## src/rtl/plic_pkg.sv

```systemverilog
// Shared types and constants for the PLIC source-side gateway logic.
// Pure declarations; no latency or backpressure of its own.
package plic_pkg;

  typedef enum logic [1:0] {
    IDLE = 2'd0,
    PEND = 2'd1,
    SERV = 2'd2
  } gw_state_e;

  localparam int NumSrcDef = 32;
  localparam int SrcIdW    = $clog2(NumSrcDef);

endpackage

```

## src/rtl/plic_gateway_cell.sv

```systemverilog
// One interrupt source: pending FSM, registered rise detect and saturating edge counter.
// Level pend after 1 cycle, edge pend after 2; no backpressure, excess edges beyond the counter pulse ovf_o.
module plic_gateway_cell
  import plic_pkg::*;
#(
  parameter int EdgeCntW = 2
) (
  input  logic clk_i,
  input  logic rst_ni,
  input  logic src_i,
  input  logic le_i,
  input  logic claim_i,
  input  logic complete_i,
  output logic ip_o,
  output logic ovf_o
);

  localparam logic [EdgeCntW-1:0] CntMax = '1;

  gw_state_e           state_q, state_d;
  logic [EdgeCntW-1:0] cnt_q, cnt_d;
  logic                src_q;
  logic                rise_q;
  logic                ovf_d;
  logic                edge_hit;
  logic                cnt_full;

  // The rise pulse is registered so edge mode sees one more cycle than level mode.
  assign edge_hit = le_i & rise_q;
  assign cnt_full = (cnt_q == CntMax);

  always_ff @(posedge clk_i or negedge rst_ni) begin
    if (!rst_ni) begin
      state_q <= IDLE;
      cnt_q   <= '0;
      src_q   <= 1'b0;
      rise_q  <= 1'b0;
      ip_o    <= 1'b0;
      ovf_o   <= 1'b0;
    end else begin
      state_q <= state_d;
      cnt_q   <= cnt_d;
      src_q   <= src_i;
      rise_q  <= src_i & ~src_q;
      ip_o    <= (state_d == PEND);
      ovf_o   <= ovf_d;
    end
  end

  always_comb begin
    state_d = state_q;
    cnt_d   = cnt_q;
    ovf_d   = 1'b0;
    unique case (state_q)
      IDLE: begin
        if (le_i ? rise_q : src_i) state_d = PEND;
      end
      PEND: begin
        if (claim_i) state_d = SERV;
        if (edge_hit) begin
          if (cnt_full) ovf_d = 1'b1;
          else          cnt_d = cnt_q + 1'b1;
        end
      end
      SERV: begin
        if (complete_i) begin
          // A coincident edge is taken as the new request, so the count is left alone.
          if (edge_hit) begin
            state_d = PEND;
          end else if (le_i && (cnt_q != '0)) begin
            state_d = PEND;
            cnt_d   = cnt_q - 1'b1;
          end else begin
            state_d = IDLE;
          end
        end else if (edge_hit) begin
          if (cnt_full) ovf_d = 1'b1;
          else          cnt_d = cnt_q + 1'b1;
        end
      end
      default: state_d = IDLE;
    endcase
    if (!le_i) cnt_d = '0;
  end

endmodule

```

## src/rtl/plic_gateway.sv

```systemverilog
// PLIC gateway: synchronizes raw source lines and runs one gateway cell per source; ID 0 is tied off.
// ip_o follows src_i after SyncStages+1 (level) or SyncStages+2 (edge) cycles; no backpressure.
module plic_gateway
  import plic_pkg::*;
#(
  parameter int NumSrc     = 32,
  parameter int SyncStages = 2,
  parameter int EdgeCntW   = 2
) (
  input  logic              clk_i,
  input  logic              rst_ni,
  input  logic [NumSrc-1:0] src_i,
  input  logic [NumSrc-1:0] le_i,
  input  logic [NumSrc-1:0] claim_i,
  input  logic [NumSrc-1:0] complete_i,
  output logic [NumSrc-1:0] ip_o,
  output logic [NumSrc-1:0] ovf_o
);

  logic [NumSrc-1:0] src_s;
  logic              unused_src0;

  if (SyncStages == 0) begin : g_nosync
    assign src_s = src_i;
  end else begin : g_sync
    logic [NumSrc-1:0] sync_q [SyncStages];

    always_ff @(posedge clk_i or negedge rst_ni) begin
      if (!rst_ni) begin
        for (int i = 0; i < SyncStages; i++) sync_q[i] <= '0;
      end else begin
        sync_q[0] <= src_i;
        for (int i = 1; i < SyncStages; i++) sync_q[i] <= sync_q[i-1];
      end
    end

    assign src_s = sync_q[SyncStages-1];
  end

  // ID 0 means "no interrupt" and never produces a request.
  assign ip_o[0]     = 1'b0;
  assign ovf_o[0]    = 1'b0;
  assign unused_src0 = ^{src_s[0], le_i[0], claim_i[0], complete_i[0]};

  for (genvar k = 1; k < NumSrc; k++) begin : g_cell
    plic_gateway_cell #(
      .EdgeCntW (EdgeCntW)
    ) u_cell (
      .clk_i      (clk_i),
      .rst_ni     (rst_ni),
      .src_i      (src_s[k]),
      .le_i       (le_i[k]),
      .claim_i    (claim_i[k]),
      .complete_i (complete_i[k]),
      .ip_o       (ip_o[k]),
      .ovf_o      (ovf_o[k])
    );
  end

endmodule

```

## config.mk

```make
export PLATFORM = sky130hd
export DESIGN_NAME = plic_gateway
export DESIGN_NICKNAME = d
export VERILOG_FILES = /design/src/rtl/plic_pkg.sv /design/src/rtl/plic_gateway_cell.sv /design/src/rtl/plic_gateway.sv
export SDC_FILE = /design/constraint.sdc
export NUM_CORES = 1
export LEC_CHECK = 0
export BUFFER_PORTS_ARGS = -buffer_cell sky130_fd_sc_hd__buf_2
export CORE_MARGIN = 4
export CORE_UTILIZATION = 59
export DETAILED_ROUTE_END_ITERATION = 8
export GPL_ROUTABILITY_DRIVEN = 0
export HOLD_SLACK_MARGIN = 0.06
export PLACE_DENSITY = 0.8
export SKIP_CTS_REPAIR_TIMING = 1
export SYNTH_ARGS = -nofsm -noshare
export SYNTH_HDL_FRONTEND = slang
export SYNTH_HIERARCHICAL = 1
export SYNTH_SLANG_ARGS = --single-unit
```

## constraint.sdc

```tcl
create_clock -name clk_i -period 1.7 [get_ports clk_i]
set_clock_uncertainty 0.1 [all_clocks]
set_input_delay 0.255 -clock clk_i [delete_from_list [all_inputs] [get_ports clk_i]]
set_output_delay 0.255 -clock clk_i [all_outputs]
set_load 0.01 [all_outputs]
```

==> results of run 1 <==
stage by stage:
stage / instances / instance area (sq um) / util [%] / total power [mW]
floorplan: 1709 / 16900 / - / 17.6
global placement: 2286 / 18500 / 65.9 / 19.7
detailed placement: 2286 / 18500 / 65.9 / 20.4
CTS: 2345 / 19600 / 69.8 / 27.7
global route: 2505 / 21300 / 75.9 / 31.5
finish: 2505 / 21300 / 75.9 / 29.4
kinds of logic (layout without fill, tap and decap cells):
family / count (synthesis) / count (layout) / share of synthesized area, %
fa+ha+maj: 217 / 217 / 16.1
compound gates: 465 / 465 / 17.9
flops: 310 / 310 / 45.9
other cells: 1 / 4 / 0.0222
simple gates: 434 / 434 / 11.7
mux: 31 / 31 / 2.76
buf+inv: 250 / 666 / 5.60
power groups by stage:
stage | logic [mW] | registers [mW] | clock network [mW]
after floorplan | 7.39 | 10.2 | 0
after CTS | 10.1 | 10.3 | 7.30
after global placement | 9.41 | 10.2 | 0
after detailed placement | 10.0 | 10.4 | 0
after global routing | 13.3 | 10.5 | 7.64
final | 11.9 | 10.3 | 7.12
routing by layer:
metal / global-route usage, % / wire, microns
met1: 27.0 / 15600
met5: 0 / 28
met4: 6.71 / 1050
met3: 4.10 / 1870
met2: 38.8 / 20100
area by class of cell:
class                   instances  area, sq um  area share (%)
multi-input cells            1149         8500            40.0
repair buffers                359         2470            11.6
clock buffers                  51         1040            4.89
clock inverters                 8         47.5           0.224
diodes                          2         5.00          0.0236
flip-flops and latches        310         7780            36.6
well taps                     378          473            2.23
inverters                     248          931            4.38
sequential cells by signal (all words and copies together) (netlist names):
name	flops
g_cell.u_cell/state_q	62
g_sync.sync_q	31
g_cell.u_cell/ip_o	31
src_s	31
g_cell.u_cell/src_q	31
g_cell.u_cell/ovf_o	31
g_cell.u_cell/cnt_q	62
g_cell.u_cell/rise_q	31
placed cells by master, fill, tap and decap left out, types with 3 or more instances in the layout:
cell type / n
nor2_1: 155
a222oi_1: 31
o22ai_1: 31
ha_4: 5
inv_1: 231
o22a_1: 31
clkbuf_8: 6
buf_2: 186
clkbuf_1: 8
nor2b_2: 3
nor3b_1: 30
o21ai_1: 3
nand2_2: 30
mux2_4: 31
nor2b_1: 58
buf_12: 5
clkinv_2: 6
dfrtp_2: 22
buf_4: 99
o21ai_0: 59
nand4_1: 31
a31oi_1: 31
dlygate4sd3_1: 68
ha_2: 48
o22a_2: 31
nand2_1: 125
a21oi_1: 186
inv_2: 17
ha_1: 164
clkbuf_16: 37
a21o_1: 31
a311oi_2: 5
a311oi_1: 26
dfrtp_1: 288
worst max-delay path, delay by kind of cell, from the launching register on:
family | cells | cell delay (ns)
buffers and inverters | 1 | 0.12
adder cells (fa/ha/maj) | 1 | 0.22
AND/OR/NAND/NOR | 1 | 0.11
AO/OA/AOI/OAI | 2 | 0.64
flip-flops | 1 | 0.44
worst max path at each step:
stage                                                         to                                    from  slack (ns)
after floorplan           g_cell[10].u_cell/cnt_q[0]$_DFFE_PN0P_  g_cell[10].u_cell/state_q[0]$_DFF_PN0_        0.24
after global placement     g_cell[6].u_cell/cnt_q[0]$_DFFE_PN0P_   g_cell[6].u_cell/state_q[0]$_DFF_PN0_         0.1
after detailed placement   g_cell[3].u_cell/cnt_q[0]$_DFFE_PN0P_   g_cell[3].u_cell/state_q[0]$_DFF_PN0_       -0.05
after CTS                  g_cell[3].u_cell/cnt_q[0]$_DFFE_PN0P_   g_cell[3].u_cell/state_q[0]$_DFF_PN0_       -0.07
final                     g_cell[29].u_cell/state_q[0]$_DFF_PN0_  g_cell[29].u_cell/state_q[1]$_DFF_PN0_       -0.07
after global routing       g_cell[9].u_cell/state_q[0]$_DFF_PN0_   g_cell[9].u_cell/state_q[1]$_DFF_PN0_       -0.12
==> flow_summary.yaml, run 1 <==
power_and_ir_drop:
  powerDensity_mw_per_mm2: 1380
  power_switching_share_pct: 36.0
  comb_power_share_pct: 40.6
  seqPwrFrac_pct: 35.1
  p_clk_share_pct: 24.3
  p_sw_mw: 10.6
  ir_drop_v: 0.000866
  p_int_mw: 18.8
  power_leakage_nw: 10.7
timing:
  layout_setup_ws_ns: -0.0728
  worstMarginPinSlew_ns: 0.522
  period_share_pct: 104
  rsz0062_at_grt: "yes"
  maxSlewViolCount: 0
  maxSlewHeadroom_pct: 65.2
  holdWs_ns: 0.0465
  finalSetupTns_ns: -0.262
  hold_viol_final: 0
  finalSetupViolations: 6
  fin_crit_ns: 1.77
  clock.fmax_mhz: 564
run_status:
  violations: "setup timing"
  status: "finished, violations left"
global_routing:
  first_global_vias: 13000
  grt_start_max_net_pins: 56
  antenna_found_initial: 5
  grt-ovfl-total: 0
  grt_pass1_wl_microns: 58600
  track_usage_pct: 21.8
clocking:
  htree_levels: 2
  cts_root_buf: "clkbuf_16"
  cts_buffer_depth: 3
  clock_latency_ns: 0.50
  numCtsBuffers: 35
  cts_tree: "built"
  clk_pin_slew_worst_paths_ns: 0.06
  clock_sinks: 310
synthesis:
  synthCells: 1708
  ys_top_cells_by_count: "310 x dfrtp_1, 248 x inv_1, 217 x ha_1, 186 x a21oi_1"
  synth-seq-cells: 310
  synth-seq-area-share_pct: 45.9
  async_flop_share_pct: 100
  ys_top_cells_by_area: "dfrtp_1 46%, ha_1 16%, a21oi_1 5.5%"
  synth-main-ff-cell: "dfrtp_1"
  synth_top_area_share_pct: 45.9
  synth_edf_count: 0
  syn-mean-instance-area_sq_um: 9.89
  netlist_area_sq_mm: 0.0169
  ys_warn_count: 6
  yosysTopAreaCell: "dfrtp_1"
  synth.most_common_cell: "dfrtp_1"
  synth_cell_types: 20
worst_setup_path:
  critPathKind: "flip-flop to flip-flop"
  crit-reg2reg-launch: "g_cell[29].u_cell/state_q[1]$_DFF_PN0_"
  worstPathMaxFanout: 5
  rrSetupSlack_ns: -0.07
  required_ns: 1.96
  rr_endpoint: "g_cell[29].u_cell/state_q[0]$_DFF_PN0_"
  cp_cell_sequence: "inv_1, ha_2, a21o_1, a222oi_1, nor2_1"
  cpPeakStageDelay_ns: 0.46
  worstPathArrival_ns: 2.03
  crit_path_end_kind: "flip-flop"
  slowest_stage: "a222oi_1"
  reg2reg_depth: 5
  cp-start-kind: "flip-flop"
die:
  core_sq_mm: 0.0280
  die_h_microns: 177
  die_x_microns: 177
  initial_core_util_pct: 60.3
  ios: 194
  die-area_sq_mm: 0.0314
  num_rows: 61
placement:
  port_buffers: 187
  dpl_worst_slack_ns: -0.0529
  dpl.hpwl_microns: 25200
worst_hold_path:
  whs_path_depth: 4
  holdCritStartpoint: "complete_i[30]"
  hold_path_end: "g_cell[30].u_cell/ovf_o$_DFF_PN0_"
  hp-class: "primary input to flip-flop"
layout:
  syn2layout_area_growth_pct: 25.8
  final_nets: 2450
  drive_above_1_share_pct: 25.2
  num-fill-cells: 1835
route:
  drt-vias-per-instance: 5.55
  initialDrtViolationCount: 871
  drtPass1Iterations: 6
  detail_route.wl_per_cell_microns: 15.4
  postRouteAntennaNets: 0
  drc_errors: 0
  vias: 13900
  drt_wl_total_microns: 38700
job:
  drv_cap: 0
Power figures use the tool's default switching activity.
==> inputs of run 2 (changes only) <==
PLACE_DENSITY = default   (was 0.8)
PLACE_DENSITY_LB_ADDON = 0.15   (was default)
==> run 2 against run 1 <==
Non-clock buffer count grew 8. Sequential share of layout area shrank 0.36 points. Core utilization grew 0.75 points. Routed wire length shrank 2.3%. Fmax grew 1.4%. Critical endpoint is now g_cell[3].u_cell/ip_o$_DFF_PN0_. Combinational power is essentially flat. The flow still finishes with violations (setup timing).
==> flow_summary.yaml, run 2 (synthesized netlist as in run 1, its figures left out) <==
timing:
  clock.fmax_mhz: 572
  period_share_pct: 103
  finalSetupViolations: 2
  rsz0062_at_grt: "yes"
  finalSetupTns_ns: -0.0493
  maxSlewViolCount: 0
  maxSlewHeadroom_pct: 65.7
  fin_crit_ns: 1.75
  hold_viol_final: 0
  layout_setup_ws_ns: -0.0491
  worstMarginPinSlew_ns: 0.514
route:
  initialDrtViolationCount: 892
  drc_errors: 0
  postRouteAntennaNets: 0
  drt-vias-per-instance: 5.48
  drtPass1Iterations: 8
  detail_route.wl_per_cell_microns: 15.0
  drt_wl_total_microns: 37800
  vias: 13800
placement:
  port_buffers: 187
  dpl.hpwl_microns: 25000
  placedCellCount: 2297
  place_area_sq_mm: 0.0185
layout:
  mostFrequentLayoutCells: "287 x dfrtp_1, 231 x inv_1, 186 x buf_2"
  reg_top3: "g_cell.u_cell/cnt_q x62, g_cell.u_cell/state_q x62"
  multi_input_area_sq_mm: 0.00857
  final_util_pct: 76.6
  fin_cells: 2512
  drive_above_1_share_pct: 25.7
  finalInstanceArea_sq_mm: 0.0215
  syn2layout_area_growth_pct: 27.1
  final_nets: 2458
  mostFrequentLayoutCell: "dfrtp_1"
  num-fill-cells: 1849
  ff_latch_area_sq_mm: 0.00779
worst_setup_path:
  crit-reg2reg-launch: "g_cell[3].u_cell/state_q[0]$_DFF_PN0_"
  rrSetupSlack_ns: -0.05
  cp_cell_sequence: "inv_1, ha_2, a21o_1, a222oi_1, nor3b_1"
  crit_family: "compound AO/OA/AOI/OAI gates"
  critPathKind: "flip-flop to flip-flop"
  cpPeakStageDelay_ns: 0.49
  cp-start-kind: "flip-flop"
  reg2reg_depth: 5
  worstPathMaxFanout: 4
  slowest_stage: "a222oi_1"
  rr_endpoint: "g_cell[3].u_cell/ip_o$_DFF_PN0_"
  worstPathArrival_ns: 2.00
  crit_buf_inv: 1
  crit_path_end_kind: "flip-flop"
  required_ns: 1.95
global_routing:
  first_global_vias: 12900
  track_usage_pct: 21.7
  grt_pass1_wl_microns: 58000
  antenna_found_initial: 3
  grt_start_max_net_pins: 68
  grt-ovfl-total: 0
clocking:
  cts_root_buf: "clkbuf_16"
  cts_tree: "built"
  clock_latency_ns: 0.50
  clock_sinks: 310
  numCtsBuffers: 35
  htree_levels: 2
  clk_pin_slew_worst_paths_ns: 0.06
  cts_buffer_depth: 3
power_and_ir_drop:
  total_power_mw: 30.0
  power_leakage_nw: 10.8
  ir_drop_v: 0.000964
  powerDensity_mw_per_mm2: 1400
die:
  core_sq_mm: 0.0280
  die-area_sq_mm: 0.0314
  die_h_microns: 177
  initial_core_util_pct: 60.3
  ios: 194
  die_x_microns: 177
  num_rows: 61
worst_hold_path:
  hp-class: "primary input to flip-flop"
  hold_path_end: "g_cell[20].u_cell/ovf_o$_DFF_PN0_"
  holdCritStartpoint: "complete_i[20]"
  whs_path_depth: 4
run_status:
  violations: "setup timing"
  status: "finished, violations left"
job:
  drv_cap: 0
[run 2: changes by cell type in the layout (fill, tap and decap cells not counted), sizes merged]
cell         delta
buf             +7
bufinv          +3
clkinv          -2
clkbuf          -1
diode           -1
dlygate4sd3     +1
[run 2: stage by stage]
step / hold slack [ns] / setup WS (ns)
4_1_cts: -0.485 / -0.00957
3_3_place_gp: 0.0556 / 0.0606
2_1_floorplan: -0.141 / 0.243
5_1_grt: 0.0571 / -0.0969
6_report: 0.0348 / -0.0491
3_5_place_dp: 0.0565 / 0.0125
[run 2: final cells by class]
class | count | area share, %
repair buffers | 367 | 11.8
well taps | 378 | 2.20
clock buffers | 50 | 4.87
inverters | 248 | 4.35
clock inverters | 9 | 0.560
diodes | 1 | 0.0117
multi-input cells | 1149 | 39.9
flip-flops and latches | 310 | 36.3
[run 2: routing by layer]
layer | global-route usage [%] | share of wire (%) | routed length, microns
met1 | 26.8 | 42 | 15700
met2 | 38.9 | 51 | 19300
met3 | 3.91 | 4.7 | 1770
met4 | 6.29 | 2.5 | 960
met5 | 0 | 0.056 | 21
[run 2: worst max path at each step]
| stage | start | to | cells after the start |
|---|---|---|---|
| 2_1_floorplan | g_cell[10].u_cell/state_q[0]$_DFF_PN0_ | g_cell[10].u_cell/cnt_q[0]$_DFFE_PN0P_ | 6 |
| 3_3_place_gp | g_cell[26].u_cell/state_q[0]$_DFF_PN0_ | g_cell[26].u_cell/cnt_q[0]$_DFFE_PN0P_ | 6 |
| 3_5_place_dp | g_cell[7].u_cell/state_q[0]$_DFF_PN0_ | g_cell[7].u_cell/cnt_q[0]$_DFFE_PN0P_ | 6 |
| 4_1_cts | g_cell[3].u_cell/state_q[1]$_DFF_PN0_ | g_cell[3].u_cell/ip_o$_DFF_PN0_ | 5 |
| 5_1_grt | g_cell[3].u_cell/cnt_q[1]$_DFFE_PN0P_ | g_cell[3].u_cell/ip_o$_DFF_PN0_ | 6 |
| 6_report | g_cell[3].u_cell/state_q[0]$_DFF_PN0_ | g_cell[3].u_cell/ip_o$_DFF_PN0_ | 5 |
[run 2: power breakdown]
group | switching (mW) | internal, mW
registers | 1.36 | 8.89
logic | 6.31 | 5.80
clock network | 2.89 | 4.71
total | 10.6 | 19.4
[run 2: tightest hold or removal path: stages]
cell and delay [ns]:
buf_2 0.12, inv_1 0.05, a21oi_1 0.07, nor2_1 0.10
